[config.mk]
export PLATFORM = sky130hd
export DESIGN_NAME = pic_interrupt_sequencer
export DESIGN_NICKNAME = d
export VERILOG_FILES = /design/src/rtl/pic_interrupt_sequencer.sv
export SDC_FILE = /design/constraint.sdc
export NUM_CORES = 1
export LEC_CHECK = 0
export ABC_AREA = 1
export ABC_CLOCK_PERIOD_IN_PS = 3050
export BUFFER_PORTS_ARGS = -buffer_cell sky130_fd_sc_hd__buf_4
export CAP_MARGIN = 5
export CORE_MARGIN = 2
export CORE_UTILIZATION = 30
export DETAILED_ROUTE_END_ITERATION = 16
export PLACE_DENSITY = 0.59
export SLEW_MARGIN = 20
export SYNTH_ARGS = -nofsm -noshare
export SYNTH_HDL_FRONTEND = slang
export SYNTH_SLANG_ARGS = --single-unit
[constraint.sdc]
create_clock -name clk -period 3.05 [get_ports clk]
set_clock_uncertainty 0.1 [all_clocks]
set_input_delay 0.1525 -clock clk [delete_from_list [all_inputs] [get_ports clk]]
set_output_delay 0.1525 -clock clk [all_outputs]
set_load 0.03 [all_outputs]
[src/rtl/pic_interrupt_sequencer.sv]
// -----------------------------------------------------------------------------
// pic_interrupt_sequencer
//
// Clocked control core of an 8259A-compatible interrupt controller. Latches
// the IR lines into IRR (edge or level triggered), resolves priority against
// IMR and ISR with full nesting, raises INT, runs the 8086-mode two-pulse INTA
// handshake, maintains ISR (manual EOI and automatic EOI) and produces the
// interrupt vector with its drive-enable strobe.
//
// Optional build macro: ROTATION_EN
//   defined   -> rotate-on-EOI (101), rotate-in-AEOI set/clear (100/000) and
//                set-priority (110) commands are honoured.
//   undefined -> those codes are ignored and IR0 is always highest priority.
//
// Ports
//   clk           system clock
//   reset         asynchronous, active-high reset
//   ir[7:0]       raw interrupt request lines (synchronous to clk)
//   imr[7:0]      interrupt mask, 1 = masked
//   ltim          1 = level-triggered, 0 = edge-triggered
//   icw2_wr       pulse: vector base <= din[7:3]
//   icw4_wr       pulse: AEOI <= din[1]
//   ocw2_wr       pulse: EOI / rotation command in din
//   din[7:0]      command byte for the write pulses
//   inta_n        interrupt acknowledge, active low (synchronous to clk)
//   int_out       interrupt request to the CPU
//   irr[7:0]      interrupt request register
//   isr[7:0]      in-service register
//   vector[7:0]   interrupt vector byte
//   vector_valid  vector drive enable
// -----------------------------------------------------------------------------
module pic_interrupt_sequencer #(
    parameter int NUM_IR         = 8,
    parameter int SPURIOUS_LEVEL = 7
) (
    input  logic              clk,
    input  logic              reset,
    input  logic [NUM_IR-1:0] ir,
    input  logic [NUM_IR-1:0] imr,
    input  logic              ltim,
    input  logic              icw2_wr,
    input  logic              icw4_wr,
    input  logic              ocw2_wr,
    input  logic [7:0]        din,
    input  logic              inta_n,
    output logic              int_out,
    output logic [NUM_IR-1:0] irr,
    output logic [NUM_IR-1:0] isr,
    output logic [7:0]        vector,
    output logic              vector_valid
);

    typedef enum logic [1:0] {
        IDLE,
        PEND,
        ACK1,
        ACK2
    } state_t;

    state_t state;
    state_t state_next;

    logic [NUM_IR-1:0] ir_q;
    logic              inta_q;
    logic [4:0]        base;
    logic              aeoi;
    logic [2:0]        level;
    logic              spurious;
    logic [2:0]        lowest;

    logic              inta_fall;
    logic              inta_rise;
    logic [NUM_IR-1:0] pending;
    logic [3:0]        top_any;
    logic [3:0]        top_isr;
    logic              grant;
    logic [2:0]        grant_level;
    logic [NUM_IR-1:0] grant_onehot;

    logic              int_next;
    logic              valid_next;
    logic              take;
    logic              load_vector;
    logic              release_ack;

    logic [NUM_IR-1:0] irr_ack_clr;
    logic [NUM_IR-1:0] isr_set;
    logic [NUM_IR-1:0] isr_clr;
    logic [2:0]        eoi_code;
    logic              unused_din;

    // Returns {found, level} of the highest-priority set bit. The priority
    // ring starts just after 'low' (the current lowest-priority level); the
    // scan runs from lowest to highest so the last hit is the winner.
    function automatic logic [3:0] highest(input logic [7:0] bits, input logic [2:0] low);
        logic [3:0] res;
        logic [2:0] idx;
        res = 4'b0000;
        for (int i = 7; i >= 0; i--) begin
            idx = low + 3'(i + 1);
            if (bits[idx]) begin
                res = {1'b1, idx};
            end
        end
        return res;
    endfunction

    assign inta_fall = !inta_n && inta_q;
    assign inta_rise = inta_n && !inta_q;

    // Fully nested resolution: look at requests and in-service levels together;
    // a grant exists only when the top entry is an unmasked request that is not
    // itself already in service.
    assign pending      = irr & ~imr;
    assign top_any      = highest(pending | isr, lowest);
    assign top_isr      = highest(isr, lowest);
    assign grant_level  = top_any[2:0];
    assign grant        = top_any[3] && pending[grant_level] && !isr[grant_level];
    assign grant_onehot = {{(NUM_IR-1){1'b0}}, 1'b1} << grant_level;

    assign eoi_code   = din[7:5];
    assign unused_din = din[0];

    // State register.
    always_ff @(posedge clk or posedge reset) begin
        if (reset) begin
            state <= IDLE;
        end else begin
            state <= state_next;
        end
    end

    // Handshake sequencing. INT stays up in PEND even if the request vanishes;
    // the spurious case is resolved at the first INTA instead.
    always_comb begin
        state_next  = state;
        int_next    = int_out;
        valid_next  = vector_valid;
        take        = 1'b0;
        load_vector = 1'b0;
        release_ack = 1'b0;
        case (state)
            IDLE: begin
                if (grant) begin
                    state_next = PEND;
                    int_next   = 1'b1;
                end
            end
            PEND: begin
                if (inta_fall) begin
                    state_next = ACK1;
                    int_next   = 1'b0;
                    take       = 1'b1;
                end
            end
            ACK1: begin
                if (inta_fall) begin
                    state_next  = ACK2;
                    valid_next  = 1'b1;
                    load_vector = 1'b1;
                end
            end
            ACK2: begin
                if (inta_rise) begin
                    state_next  = IDLE;
                    valid_next  = 1'b0;
                    release_ack = 1'b1;
                end
            end
            default: begin
                state_next = IDLE;
            end
        endcase
    end

    // ISR/IRR update masks. Clears are applied before sets so a set on the
    // same bit in the same cycle wins.
    always_comb begin
        irr_ack_clr = '0;
        isr_set     = '0;
        isr_clr     = '0;
        if (take && grant) begin
            isr_set = grant_onehot;
            if (!ltim) begin
                irr_ack_clr = grant_onehot;
            end
        end
        if (ocw2_wr) begin
            case (eoi_code)
                3'b001: begin
                    if (top_isr[3]) begin
                        isr_clr[top_isr[2:0]] = 1'b1;
                    end
                end
                3'b011: begin
                    isr_clr[din[2:0]] = 1'b1;
                end
`ifdef ROTATION_EN
                3'b101: begin
                    if (top_isr[3]) begin
                        isr_clr[top_isr[2:0]] = 1'b1;
                    end
                end
`endif
                default: begin
                end
            endcase
        end
        if (release_ack && aeoi && !spurious) begin
            isr_clr[level] = 1'b1;
        end
    end

    // Datapath registers. A fresh edge on ir[i] re-sets irr[i] even in the
    // cycle its acknowledge clears it.
    always_ff @(posedge clk or posedge reset) begin
        if (reset) begin
            ir_q         <= '0;
            inta_q       <= 1'b1;
            int_out      <= 1'b0;
            vector_valid <= 1'b0;
            irr          <= '0;
            isr          <= '0;
            vector       <= 8'h00;
            base         <= 5'd0;
            aeoi         <= 1'b0;
            level        <= 3'd0;
            spurious     <= 1'b0;
        end else begin
            ir_q         <= ir;
            inta_q       <= inta_n;
            int_out      <= int_next;
            vector_valid <= valid_next;
            if (ltim) begin
                irr <= ir;
            end else begin
                irr <= (irr & ~irr_ack_clr) | (ir & ~ir_q);
            end
            isr <= (isr & ~isr_clr) | isr_set;
            if (take) begin
                level    <= grant ? grant_level : 3'(SPURIOUS_LEVEL);
                spurious <= !grant;
            end
            if (load_vector) begin
                vector <= {base, level};
            end
            if (icw2_wr) begin
                base <= din[7:3];
            end
            if (icw4_wr) begin
                aeoi <= din[1];
            end
        end
    end

`ifdef ROTATION_EN
    logic rotate_aeoi;

    // Priority rotation: 'lowest' names the lowest-priority level. An explicit
    // command in the same cycle as an automatic rotation takes precedence.
    always_ff @(posedge clk or posedge reset) begin
        if (reset) begin
            lowest      <= 3'd7;
            rotate_aeoi <= 1'b0;
        end else begin
            if (release_ack && aeoi && !spurious && rotate_aeoi) begin
                lowest <= level;
            end
            if (ocw2_wr) begin
                case (eoi_code)
                    3'b101: begin
                        if (top_isr[3]) begin
                            lowest <= top_isr[2:0];
                        end
                    end
                    3'b100: rotate_aeoi <= 1'b1;
                    3'b000: rotate_aeoi <= 1'b0;
                    3'b110: lowest      <= din[2:0];
                    default: begin
                    end
                endcase
            end
        end
    end
`else
    assign lowest = 3'd7;
`endif

endmodule

==> results.json <==
{
  "regToRegSetupSlack_ns": 0.98,
  "crit_path_top_delay_cell": "dfrtp_1",
  "wl_um": 7070,
  "cts-resized-gates": 0,
  "avgSynthCellArea_um2": 8.01,
  "postLayoutCellArea_mm2": 0.00359,
  "clockBufferDepth": 2,
  "gp_congestion": 0.950,
  "hold-path-endpoint": "base[1]",
  "slew-limit-headroom": 0.433,
  "core_area_mm2": 0.00911,
  "grt_max_degree": 48,
  "pre_cts_slack_ns": 0.975,
  "root_buffer": "clkbuf_8",
  "wl_per_cell_um": 13.2,
  "layout-drive-gt1-share": 0.281,
  "place_hpwl_um": 5610,
  "path_class": "register to register",
  "tritoncts": "built",
  "pwr-share-seq": 0.336,
  "postCtsSetupBuffers": 0,
  "row_count": 35,
  "initial_utilization": 0.303,
  "cts_buffers": 5,
  "firstDrtPassIters": 4,
  "syn-num-nets": 380,
  "synthMuxAreaShare": 0,
  "die_y_um": 100,
  "required_ns": 3.15,
  "clk_pin_slew_ns": 0.10,
  "synth_edf_count": 0,
  "drt_iter0_markers": 80,
  "crit_buf_inv": 1,
  "status": "completed",
  "synthArstFlopShare": 1.00,
  "reg2reg_from": "isr[3]",
  "ir_drop_uv": 273,
  "synth_xor_area_frac": 0,
  "clkLatencyLatePin_ns": 0.31,
  "cellLeakagePower_nw": 1.82,
  "setup_viol": 0,
  "ys.flop_type": "dfrtp_1",
  "final.min_clock_period_ns": 2.07,
  "worst_pin_slew_ns": 0.850,
  "hold_depth": 2,
  "powerDensity_mw_per_mm2": 749,
  "ys_types": 37,
  "hold-worst-slack_ns": 0.00124,
  "finalHoldViolCount": 0,
  "cap_viol_max_count": 0,
  "die_width_um": 100,
  "hp-class": "primary input to register",
  "synth-compound-area-share": 0.133,
  "numPortBuffers": 56,
  "worst_slack_ns": 0.982,
  "endpoint_kind": "register",
  "nets": 458,
  "synth-seq-cells": 47,
  "antenna_found_initial": 0,
  "synth_top_family_by_area": "simple AND/OR/NAND/NOR gates",
  "antennaDiodeCount": 0,
  "area_growth_pct": 30.1,
  "crit_path_frequent_cell": "nand2_1",
  "power.share.clock": 0.152,
  "grt_pass1_vias": 2380,
  "reg2reg_to": "irr[6]",
  "overflow": 0,
  "reg2regPathDepth": 12,
  "io_pins": 57,
  "critPathMaxFanout": 7,
  "arrival_ns": 2.17,
  "finalCritPeriodShare": 0.678,
  "p_int_mw": 1.42,
  "die_area_mm2": 0.0100,
  "max_freq_mhz": 484,
  "drc": 0,
  "synth_fa_ha_area_frac": 0.0181,
  "viasPerCell": 4.56,
  "vias": 2441,
  "fin_tns_setup_ns": 0,
  "p_sw_mw": 1.27,
  "fill_cells": 960,
  "syn_inst": 345,
  "yosysWarnings": 0,
  "cp_cell_sequence": "inv_2, nand2_2, nor2_8, nand2_4, nor2_4, nand2_1, nor2_2, nand3_4, nand2_8, nand4_1, nand2_1, nand2_1",
  "antenna_left": 0,
  "ys_seq_area_frac": 0.426,
  "htreeDepth": 2,
  "grt_pass1_wl_um": 11800,
  "synth-simple-area-share": 0.321,
  "swShare": 0.471,
  "max_stage_delay_ns": 0.49,
  "syn_area_mm2": 0.00276,
  "crit_family": "simple AND/OR/NAND/NOR gates",
  "grt_usage": 0.150,
  "cp-start-kind": "register",
  "place_area_mm2": 0.00331,
  "min_from": "icw2_wr",
  "power_frac_comb": 0.512,
  "rsz0062_at_grt": "no",
  "slew_violations": 0,
  "cts.sinks": 47
}
## area by class of cell
cell class	instances	area, um^2	area share
repair buffers	75	611	0.170
well taps	111	139	0.0386
clock buffers	5	68.8	0.0191
flip-flops and latches	47	1180	0.328
clock inverters	3	27.5	0.00766
inverters	68	267	0.0741
multi-input cells	226	1310	0.363
## sequential cells by signal (all words and copies together), names as in the netlist
signal / flops
state: 2
irr: 8
spurious: 1
vector_valid: 1
int_out: 1
ir_q: 8
inta_q: 1
base: 5
isr: 8
aeoi: 1
level: 3
vector: 8
## metrics by stage
stage / utilization / std cells / power, mW
after floorplan: - / 345 / 1.87
after global placement: 0.363 / 508 / 2.28
after detailed placement: 0.363 / 508 / 2.29
after CTS: 0.393 / 534 / 2.72
after global routing: 0.395 / 535 / 2.90
final: 0.395 / 535 / 2.69
## how the worst max path moves through the flow
stage	cells past startpoint	to	start
3_3_place_gp	14	irr[3]	isr[0]
5_1_grt	14	irr[3]	isr[0]
6_report	12	irr[6]	isr[3]
4_1_cts	12	irr[3]	isr[3]
2_1_floorplan	14	irr[0]	irr[1]
3_5_place_dp	12	irr[3]	isr[3]
## cells by family (layout without fill, tap and decap cells)
family | count (synthesis) | count (layout)
simple gates | 162 | 162
buf+inv | 72 | 151
fa+ha+maj | 4 | 4
compound gates | 60 | 60
flops | 47 | 47
## power groups by stage
stage	clock (mW)	combinational [mW]	sequential (mW)
after CTS	0.427	1.39	0.907
after global placement	0	1.37	0.911
final	0.410	1.38	0.905
after floorplan	0	0.785	1.09
after global routing	0.450	1.52	0.929
after detailed placement	0	1.37	0.919
## placed cells by master (no fill, tap or decap), types with 2 or more instances in the layout
| master | count |
|---|---|
| a21oi_1 | 6 |
| a21oi_2 | 4 |
| buf_4 | 56 |
| clkbuf_8 | 5 |
| dfrtp_1 | 46 |
| dlygate4sd3_1 | 19 |
| ha_1 | 4 |
| inv_1 | 56 |
| inv_2 | 8 |
| inv_6 | 2 |
| nand2_1 | 71 |
| nand2_2 | 9 |
| nand2_4 | 7 |
| nand2_8 | 3 |
| nand3_1 | 17 |
| nand4_1 | 14 |
| nor2_1 | 23 |
| nor2_2 | 6 |
| nor2_4 | 2 |
| nor3_1 | 2 |
| nor3_2 | 2 |
| o211ai_1 | 5 |
| o21ai_0 | 32 |
| o21ai_1 | 3 |
| o21ai_2 | 4 |
| o22ai_1 | 2 |
| o32ai_1 | 2 |
## cells in the mapped netlist, drive strengths merged, types with 3 or more instances
master,n,area (um^2)
nand2,90,462
a21oi,11,81.3
dfrtp,46,1150
ha,4,50.1
nand3,19,113
inv,66,253
o211ai,5,37.5
nor2,32,166
nor3,5,46.3
clkbuf,3,11.3
o21ai,39,210
nand4,14,87.6
## worst reg2reg max path: stages (launching register included)
cell and delay, ns:
dfrtp_1 0.49, inv_2 0.11, nand2_2 0.10, nor2_8 0.17
nand2_4 0.07, nor2_4 0.18, nand2_1 0.09, nor2_2 0.13
nand3_4 0.12, nand2_8 0.11, nand4_1 0.16, nand2_1 0.11
nand2_1 0.05
## per-layer routing
layer  global-route usage  up-vias  part of all wire
li1                     -     1259                 -
met1                0.200     1112              0.46
met2                0.242       57              0.47
met3               0.0334       13             0.044
met4               0.0537        0             0.026
met5                    0        -                 0
## what timing repair did
action,CTS,global route
hold buffers,18,1
setup endpoints to repair,0,0
hold endpoints to repair,21,46
(Power assumes the default switching activity.)
